==> src/rtl/sprite_pkg.sv <==
// Shared types for the sprite line scheduler: attribute word layout, table/slot
// records and the scan FSM state encoding.
package sprite_pkg;

  localparam int ATTR_COL_LSB   = 0;
  localparam int ATTR_COL_W     = 10;
  localparam int ATTR_ROW_LSB   = 10;
  localparam int ATTR_ROW_W     = 10;
  localparam int ATTR_COLOR_LSB = 20;
  localparam int ATTR_COLOR_W   = 4;
  localparam int ATTR_EN_BIT    = 31;

  typedef struct packed {
    logic                    en;
    logic [ATTR_COLOR_W-1:0] color;
    logic [ATTR_ROW_W-1:0]   row;
    logic [ATTR_COL_W-1:0]   col;
  } sprite_attr_t;

  typedef struct packed {
    logic                    valid;
    logic [ATTR_COL_W-1:0]   col;
    logic [ATTR_COLOR_W-1:0] color;
  } slot_t;

  typedef enum logic [1:0] {S_IDLE, S_SCAN, S_DONE} sched_state_t;

endpackage

==> src/rtl/sprite_hit_check.sv <==
// Vertical hit test of one sprite against a display row, plus the sprite line
// index to fetch. Compared at 11 bits so sprites near the bottom clip, not wrap.
module sprite_hit_check
  import sprite_pkg::*;
#(
  parameter int SPR_SIZE = 16
) (
  input  logic                        en,
  input  logic [ATTR_ROW_W-1:0]       row,
  input  logic [ATTR_ROW_W-1:0]       next_row,
  output logic                        hit,
  output logic [$clog2(SPR_SIZE)-1:0] line
);

  localparam int LW = $clog2(SPR_SIZE);

  logic [ATTR_ROW_W:0] row_lo;
  logic [ATTR_ROW_W:0] row_hi;
  logic [ATTR_ROW_W:0] probe;

  always_comb begin
    row_lo = {1'b0, row};
    row_hi = row_lo + (ATTR_ROW_W+1)'(SPR_SIZE);
    probe  = {1'b0, next_row};
    hit    = en && (probe >= row_lo) && (probe < row_hi);
    line   = LW'(next_row - row);
  end

endmodule

==> src/rtl/sprite_line_scheduler.sv <==
// Per-scanline sprite evaluator: double-buffered attribute table, hblank scan
// in index order, and registered slot outputs for the overlay mux.
module sprite_line_scheduler
  import sprite_pkg::*;
#(
  parameter int NUM_SPR   = 8,
  parameter int NUM_SLOTS = 4,
  parameter int SPR_SIZE  = 16
) (
  input  logic                                 vga_clk,
  input  logic                                 vga_rst,
  input  logic                                 attr_we,
  input  logic [$clog2(NUM_SPR)-1:0]           attr_addr,
  input  logic [31:0]                          attr_wdata,
  input  logic                                 frame_start,
  input  logic                                 line_start,
  input  logic [9:0]                           next_row,
  output logic [NUM_SLOTS-1:0]                 slot_valid,
  output logic [NUM_SLOTS*10-1:0]              slot_col,
  output logic [NUM_SLOTS*$clog2(SPR_SIZE)-1:0] slot_line,
  output logic [NUM_SLOTS*4-1:0]               slot_color,
  output logic                                 sched_busy,
  output logic                                 sched_done,
  output logic                                 line_overflow
);

  localparam int IW = $clog2(NUM_SPR);
  localparam int LW = $clog2(SPR_SIZE);
  localparam int CW = $clog2(NUM_SLOTS+1);
  localparam int SW = $clog2(NUM_SLOTS);

  sprite_attr_t shadow [NUM_SPR];
  sprite_attr_t active [NUM_SPR];

  sched_state_t   state;
  logic [IW-1:0]  idx;
  logic [CW-1:0]  cnt;
  logic [9:0]     cur_row;
  logic           commit_pend;

  slot_t          build_slot [NUM_SLOTS];
  logic [LW-1:0]  build_line [NUM_SLOTS];
  slot_t          out_slot   [NUM_SLOTS];
  logic [LW-1:0]  out_line   [NUM_SLOTS];

  sprite_attr_t   wr_attr;
  sprite_attr_t   cur_attr;
  logic           hit;
  logic [LW-1:0]  hit_line;
  logic           do_commit;
  logic           unused_wdata;

  always_comb begin
    wr_attr       = '0;
    wr_attr.col   = attr_wdata[ATTR_COL_LSB +: ATTR_COL_W];
    wr_attr.row   = attr_wdata[ATTR_ROW_LSB +: ATTR_ROW_W];
    wr_attr.color = attr_wdata[ATTR_COLOR_LSB +: ATTR_COLOR_W];
    wr_attr.en    = attr_wdata[ATTR_EN_BIT];
  end
  assign unused_wdata = ^attr_wdata[30:24];

  assign cur_attr = active[idx];

  sprite_hit_check #(
    .SPR_SIZE(SPR_SIZE)
  ) u_hit (
    .en      (cur_attr.en),
    .row     (cur_attr.row),
    .next_row(cur_row),
    .hit     (hit),
    .line    (hit_line)
  );

  // A commit deferred during a scan lands on the DONE->IDLE edge; an abort
  // in DONE skips that edge and keeps the commit pending.
  always_comb begin
    do_commit = 1'b0;
    if (state == S_IDLE && frame_start)
      do_commit = 1'b1;
    else if (state == S_DONE && !line_start && (commit_pend || frame_start))
      do_commit = 1'b1;
  end

  always_ff @(posedge vga_clk) begin
    if (vga_rst) begin
      state         <= S_IDLE;
      idx           <= '0;
      cnt           <= '0;
      cur_row       <= '0;
      commit_pend   <= 1'b0;
      sched_busy    <= 1'b0;
      sched_done    <= 1'b0;
      line_overflow <= 1'b0;
      for (int unsigned i = 0; i < NUM_SPR; i++) begin
        shadow[i] <= '0;
        active[i] <= '0;
      end
      for (int unsigned i = 0; i < NUM_SLOTS; i++) begin
        build_slot[i] <= '0;
        build_line[i] <= '0;
        out_slot[i]   <= '0;
        out_line[i]   <= '0;
      end
    end else begin
      sched_done <= 1'b0;
      if (attr_we)
        shadow[attr_addr] <= wr_attr;
      if (do_commit)
        for (int unsigned i = 0; i < NUM_SPR; i++)
          active[i] <= shadow[i];
      if (frame_start)
        line_overflow <= 1'b0;

      if (line_start) begin
        state      <= S_SCAN;
        idx        <= '0;
        cnt        <= '0;
        cur_row    <= next_row;
        sched_busy <= 1'b1;
        for (int unsigned i = 0; i < NUM_SLOTS; i++) begin
          build_slot[i] <= '0;
          build_line[i] <= '0;
        end
        if (state != S_IDLE && frame_start)
          commit_pend <= 1'b1;
      end else begin
        case (state)
          S_SCAN: begin
            if (frame_start)
              commit_pend <= 1'b1;
            if (hit) begin
              if (cnt == CW'(NUM_SLOTS)) begin
                line_overflow <= 1'b1;
              end else begin
                build_slot[cnt[SW-1:0]].valid <= 1'b1;
                build_slot[cnt[SW-1:0]].col   <= cur_attr.col;
                build_slot[cnt[SW-1:0]].color <= cur_attr.color;
                build_line[cnt[SW-1:0]]       <= hit_line;
                cnt                           <= cnt + CW'(1);
              end
            end
            if (idx == IW'(NUM_SPR-1))
              state <= S_DONE;
            else
              idx <= idx + IW'(1);
          end
          S_DONE: begin
            for (int unsigned i = 0; i < NUM_SLOTS; i++) begin
              out_slot[i] <= build_slot[i];
              out_line[i] <= build_line[i];
            end
            sched_done  <= 1'b1;
            sched_busy  <= 1'b0;
            commit_pend <= 1'b0;
            state       <= S_IDLE;
          end
          default: ;
        endcase
      end
    end
  end

  always_comb begin
    slot_valid = '0;
    slot_col   = '0;
    slot_line  = '0;
    slot_color = '0;
    for (int unsigned i = 0; i < NUM_SLOTS; i++) begin
      slot_valid[i]         = out_slot[i].valid;
      slot_col[i*10 +: 10]  = out_slot[i].col;
      slot_line[i*LW +: LW] = out_line[i];
      slot_color[i*4 +: 4]  = out_slot[i].color;
    end
  end

endmodule

==> config.mk <==
export PLATFORM = sky130hd
export DESIGN_NAME = sprite_line_scheduler
export DESIGN_NICKNAME = d
export VERILOG_FILES = /design/src/rtl/sprite_pkg.sv /design/src/rtl/sprite_hit_check.sv /design/src/rtl/sprite_line_scheduler.sv
export SDC_FILE = /design/constraint.sdc
export NUM_CORES = 1
export LEC_CHECK = 0
export BUFFER_PORTS_ARGS = -buffer_cell sky130_fd_sc_hd__buf_4
export CAP_MARGIN = 40
export CORE_ASPECT_RATIO = 0.6
export CORE_MARGIN = 1
export CORE_UTILIZATION = 29
export CTS_BUF_LIST = sky130_fd_sc_hd__clkbuf_4
export DETAILED_ROUTE_END_ITERATION = 16
export GPL_TIMING_DRIVEN = 0
export PLACE_DENSITY = 0.4
export SYNTH_ARGS = -nofsm -noshare
export SYNTH_HDL_FRONTEND = slang
export SYNTH_HIERARCHICAL = 1
export SYNTH_SLANG_ARGS = --single-unit
==> constraint.sdc <==
create_clock -name vga_clk -period 16.5 [get_ports vga_clk]
set_input_delay 3.3 -clock vga_clk [delete_from_list [all_inputs] [get_ports vga_clk]]
set_output_delay 3.3 -clock vga_clk [all_outputs]
set_load 0.01 [all_outputs]
* Word-level counts from Yosys, hierarchy flattened *
Memories as Yosys holds them, arrays and structs flattened. A register that Yosys moved wholly into a read port is not among the register bits.
Cells that the tools add are included.
W data, S select, Z words.

word-level totals
  bits of input ports = 50
  logic and storage cells = 149
  register bits = 22
  output and inout bits = 79
  memory bits (writable) = 552
  memories = 6

operators by class
  magnitude comparators = 2
  equal/unequal tests = 8
  add/sub/neg operators = 4
  reductions and logical operators = 22
  bitwise gates (word level) = 26
  multiplexer cells = 72

memory list
  memory      depth  width  rd ports  clocked after memory_dff  wr ports  line                         source
  active      8      25     1         1                         8         sprite_line_scheduler.sv:33  sprite_attr_t active [NUM_SPR];
  shadow      8      25     8         0                         8         sprite_line_scheduler.sv:32  sprite_attr_t shadow [NUM_SPR];
  build_slot  4      15     4         0                         4         sprite_line_scheduler.sv:41  slot_t build_slot [NUM_SLOTS];
  out_slot    4      15     4         0                         4         sprite_line_scheduler.sv:43  slot_t out_slot [NUM_SLOTS];
  build_line  4      4      4         0                         4         sprite_line_scheduler.sv:42  logic [LW-1:0] build_line [NUM_SLOTS];
  out_line    4      4      4         0                         4         sprite_line_scheduler.sv:44  logic [LW-1:0] out_line [NUM_SLOTS];

operators by type and width
  kind                     number
  $mux W25                 9
  $mux W15                 9
  $mux W1                  37
  $mux W4                  9
  $reduce_or A25 Y1        1
  $or A1 B1 Y1             24
  $reduce_or A15 Y1        1
  $add A10 B5 Y11 const B  1
  $lt A10 B11 Y1           1
  $ge A10 B10 Y1           1
  $mux W3                  3
  $add A3 B1 Y3 const B    2
  $eq A3 B3 Y1 const B     2
  $logic_and A1 B1 Y1      6
  $mux W2                  3
  $ne A3 B3 Y1 const B     2
  $reduce_and A2 Y1        3
  $reduce_and A3 Y1        2
  $reduce_bool A2 Y1       3
  $pmux W2 S2              1
  $reduce_or A4 Y1         1
  $sub A4 B4 Y4            1
  $reduce_bool A3 Y1       1
  $eq A2 B1 Y1 const B     1
  9 further kinds          10

* Logic depth before layout (Yosys ltp) *
  word-level depth = 10
  depth in mapped cells = 17

* Cells and area by module *
Netlist, hierarchy kept.

modules (own cells, without submodules)
  module                 instances  area each (um^2)  sequential area each (um^2)  cells an instance
  sprite_line_scheduler  1          22868.2           17036.3                      1391
  sprite_hit_check       1          529.3             0.0                          69

* Worst setup path before layout *
OpenSTA, ideal clock, no wires.

  path kind = input port to flip-flop
  from = in line_start
  to = mem out_line[0][0] in the netlist's numbering, enable pin
  cell stages on the path = 2
  setup slack = 8.931 ns
  path buffers = 1
  arrival time = 7.042 ns
  path through = buf_4 -> o21bai_1

RTL lines
  item             line                         source
  start, declared  sprite_line_scheduler.sv:16  input logic line_start,
  end, declared    sprite_line_scheduler.sv:44

==> impl_results.rst <==
.. list-table::
   :header-rows: 1

   * - Metric
     - Value
   * - Run status
     - finished clean
   * - Type of the worst setup path
     - reg2reg
   * - TritonCTS buffer count
     - 144
   * - Remaining Overflow, GRT
     - 0
   * - Final weighted congestion in routability-driven placement
     - 0.736
   * - CTS sink cnt
     - 577
   * - Critical Path RT
     - 17,110 ps
   * - Cell-internal power
     - 2380 µW
   * - Post-Route Skew
     - 45.4 ps
   * - Number of standard cells after synthesis
     - 1,460
   * - Synthesis-stage register bit count
     - 577
   * - Hold bufs inserted after CTS
     - 0
   * - Synth Flop Type
     - sky130_fd_sc_hd__edfxtp_1
   * - Number of endpoints failing setup at the final stage
     - 0
   * - Detail Placement HPWL
     - 42,600 µm
   * - Pin count of the biggest net entering global routing
     - 57
   * - Die Height
     - 222 µm
   * - # nets final
     - 1,830
   * - Hold violation total from the final report
     - 0
   * - Number of top-level pins
     - 129
   * - Chip width
     - 369 µm
   * - Hold Path Origin
     - build_slot[1][14]$_SDFFE_PP1P_
   * - Synthesized area divided by synthesized cell count
     - 16.0 µm²
   * - Fraction of registers with async set/reset
     - 0%
   * - Overall fraction of global-route tracks in use
     - 15.6%
   * - Final core occ
     - 35.1%
   * - Number of global-route vias before repair
     - 13,000
   * - Arrival time worst endpoint
     - 5890 ps
   * - Layout overhead on the synthesized area
     - 19.4%
   * - DP Cell Count
     - 2,676
   * - Post-CTS Repair Setup Buffers
     - 0
   * - Antenna violations before repair
     - 12
   * - Largest buffer count on any clock path
     - 3
   * - Root buffer cell
     - sky130_fd_sc_hd__clkbuf_4
   * - Number of remaining DRC errors
     - 0
   * - MaxCap Viol Count
     - 0
   * - Share of total power in the clock network
     - 38.3%
   * - Category of the worst setup path capture point
     - register
   * - Switching power share of the total
     - 23.7%
   * - Global-route wire length before repair
     - 89,600 µm
   * - Worst slack after detailed placement
     - 10,520 ps
   * - Power per cell area
     - 112 mW/mm²
   * - Setup repair after global routing missed its margin
     - no
   * - Vias post-DR
     - 12,500
   * - Starting utilization of the core area
     - 29.4%
   * - Core area
     - 0.0797 mm²
   * - CTS tree
     - yes
   * - H-tree depth reported by CTS
     - 4
   * - Total Power Consumption
     - 3120 µW
   * - Busiest layer in global routing
     - met1
   * - Count of standard-cell rows
     - 80
   * - Peak VDD IR
     - 0.0518 mV
   * - Actual transition at the worst max-transition pin
     - 810 ps
   * - Met1 usage in global routing
     - 24.1%
   * - Startpoint class of the critical path
     - register
   * - Total Negative Setup Slacks
     - 0 ps
   * - Part of the power in combinational logic
     - 6.7%
   * - Biggest fanout along the worst timing path
     - 12
   * - Period minus WS final
     - 5280 ps
   * - Pre-antenna DRT Iters
     - 5
   * - Hold Path Class
     - reg2reg
   * - Fraction of final layout cells with drive strength greater than 1
     - 27.5%
   * - Total die area
     - 0.0819 mm²
   * - F_max
     - 189 MHz
   * - Non-filler instance count after layout
     - 2,915
   * - Met3 layer usage reported by global route
     - 5.11%
   * - Total nets after synthesis
     - 1,534
   * - Final routed wirelength across all metal layers
     - 62,200 µm
   * - Post-cts repair resize count
     - 0
   * - Via density per instance
     - 4.30
   * - Avg WL per Cell
     - 21.3 µm
   * - Number of distinct standard cells referenced by the synthesized netlist
     - 53
   * - Clock network latency to the later pin of the worst-skew pair
     - 930 ps
   * - Least setup slack across all paths after layout
     - 11,220 ps
   * - Static Leakage
     - 0.0104 µW
   * - Number of synthesized flops with an enable pin
     - 548
   * - Period Utilization, post-route
     - 32.0%
   * - Relative slew slack
     - 46.0%
   * - Number of DRC markers after the initial detailed-route iteration
     - 902
   * - Count of input and output buffers
     - 119
   * - Final slew viol count
     - 0
   * - Synthesis warning total
     - 6
   * - Clock-pin slew on the worst setup and hold paths
     - 70 ps
   * - Grt met2 use
     - 20.3%
   * - Filler instances
     - 7,752
   * - Register area share after synthesis
     - 72.8%
   * - Number of routed nets with antenna violations
     - 0
   * - Netlist Area Pre-Place
     - 0.0234 mm²
   * - Part of the total power dissipated in sequential elements
     - 54.9%
   * - Total net switching power
     - 739 µW
## routing by layer
metal / vias up / routed length [µm]
met3: 87 / 4290
met4: 10 / 799
met2: 342 / 24600
li1: 5885 / -
met1: 6221 / 32500
met5: - / 54
## power groups by stage
stage	Sequential, µW	Combinational, µW	Clock (µW)
floorplan	1740	107	0
global placement	1750	199	0
detailed placement	1750	216	0
CTS	1710	217	1250
global route	1720	230	1320
finish	1710	210	1190
## critical path: stages, from the launching register on
cell and delay, ps:
sky130_fd_sc_hd__dfxtp_1 450, sky130_fd_sc_hd__buf_2 340, sky130_fd_sc_hd__clkbuf_1 450, sky130_fd_sc_hd__buf_8 220
sky130_fd_sc_hd__mux4_2 290, sky130_fd_sc_hd__mux2_2 360, sky130_fd_sc_hd__ha_1 250, sky130_fd_sc_hd__nand3_1 100
sky130_fd_sc_hd__xnor2_1 120, sky130_fd_sc_hd__ha_1 270, sky130_fd_sc_hd__a21o_1 170, sky130_fd_sc_hd__a21oi_1 140
sky130_fd_sc_hd__o21a_1 120, sky130_fd_sc_hd__o311a_1 210, sky130_fd_sc_hd__and3b_1 170, sky130_fd_sc_hd__buf_2 170
sky130_fd_sc_hd__nand4_1 190, sky130_fd_sc_hd__buf_2 300, sky130_fd_sc_hd__nand2_1 380, sky130_fd_sc_hd__buf_16 210
## flip-flops by register name, summed over array words and instances, names as in the netlist, named ones only
register and count:
commit_pend 1, build_line 16, state 2, line_overflow 1, sched_done 1, cur_row 10, out_slot 60, build_slot 60
out_line 16, shadow 200, active 200, idx 3, sched_busy 1, cnt 3
## Yosys cell counts (9+ instances only)
| cell type | count | share of area [%] |
|---|---|---|
| sky130_fd_sc_hd__edfxtp_1 | 548 | 70 |
| sky130_fd_sc_hd__and2_1 | 427 | 11 |
| sky130_fd_sc_hd__nor2_1 | 94 | 1.5 |
| sky130_fd_sc_hd__nor2b_1 | 52 | 1.4 |
| sky130_fd_sc_hd__mux4_2 | 50 | 4.8 |
| sky130_fd_sc_hd__clkbuf_1 | 30 | 0.48 |
| sky130_fd_sc_hd__dfxtp_1 | 29 | 2.5 |
| sky130_fd_sc_hd__ha_1 | 23 | 1.2 |
| sky130_fd_sc_hd__buf_2 | 22 | 0.47 |
| sky130_fd_sc_hd__inv_1 | 22 | 0.35 |
| sky130_fd_sc_hd__nand2_1 | 17 | 0.27 |
| sky130_fd_sc_hd__clkbuf_2 | 14 | 0.30 |
| sky130_fd_sc_hd__mux2i_2 | 14 | 0.82 |
| sky130_fd_sc_hd__a21oi_1 | 13 | 0.28 |
| sky130_fd_sc_hd__mux2i_1 | 12 | 0.51 |
| sky130_fd_sc_hd__mux2_2 | 11 | 0.53 |
| sky130_fd_sc_hd__or2_2 | 9 | 0.24 |
## kinds of logic (layout without fill, tap and decap cells)
kind of cell,count (synthesis),count (layout),share of synthesized area (%)
AND/OR/NAND/NOR,633,633,15.9
flip-flops,577,577,72.8
buffers and inverters,99,482,2.01
multiplexers,87,87,6.68
AO/OA/AOI/OAI,33,33,1.01
adder cells (fa/ha/maj),24,24,1.32
XOR/XNOR,7,7,0.262
other,0,6,0
## layout make-up
class                   count  area, µm²  area share (%)
multi-input cells         784       5920            21.2
inverters                  22       82.6           0.296
flip-flops and latches    577      17000            61.0
repair buffers            150       1430            5.13
plain buffers              77        387            1.38
clock inverters            31        204           0.730
diodes                      6       15.0          0.0538
well taps                1066       1330            4.78
clock buffers             202       1520            5.43
## per-stage QoR
step	cell area [µm²]	hold slack (ps)
after floorplan	23400	415
after global placement	25600	428
after detailed placement	26200	430
after CTS	27900	441
after global routing	27900	455
final	27900	441
## cells in the final DEF, fill, tap and decap left out, types with 19 or more instances in the layout
cell | netlist | final
sky130_fd_sc_hd__clkbuf_1 | 30 | 30
sky130_fd_sc_hd__nor2b_1 | 52 | 52
sky130_fd_sc_hd__clkinv_1 | 0 | 19
sky130_fd_sc_hd__mux4_2 | 50 | 50
sky130_fd_sc_hd__nor2_1 | 94 | 94
sky130_fd_sc_hd__inv_1 | 22 | 22
sky130_fd_sc_hd__edfxtp_1 | 548 | 548
sky130_fd_sc_hd__and2_1 | 427 | 427
sky130_fd_sc_hd__dfxtp_1 | 29 | 29
sky130_fd_sc_hd__buf_4 | 4 | 125
sky130_fd_sc_hd__buf_2 | 22 | 22
sky130_fd_sc_hd__ha_1 | 23 | 23
sky130_fd_sc_hd__clkbuf_4 | 0 | 202
## path summary, 6_finish.rpt
check                                    end  cells past startpoint  slack (ps)
min reg2reg   build_slot[1][14]$_SDFFE_PP1P_                      2         440
max          build_slot[2][11]$_SDFFCE_PN0P_                     19       11220
min           build_slot[1][14]$_SDFFE_PP1P_                      2         440
max reg2reg  build_slot[2][11]$_SDFFCE_PN0P_                     19       11220
Power figures use the tool's default switching activity.
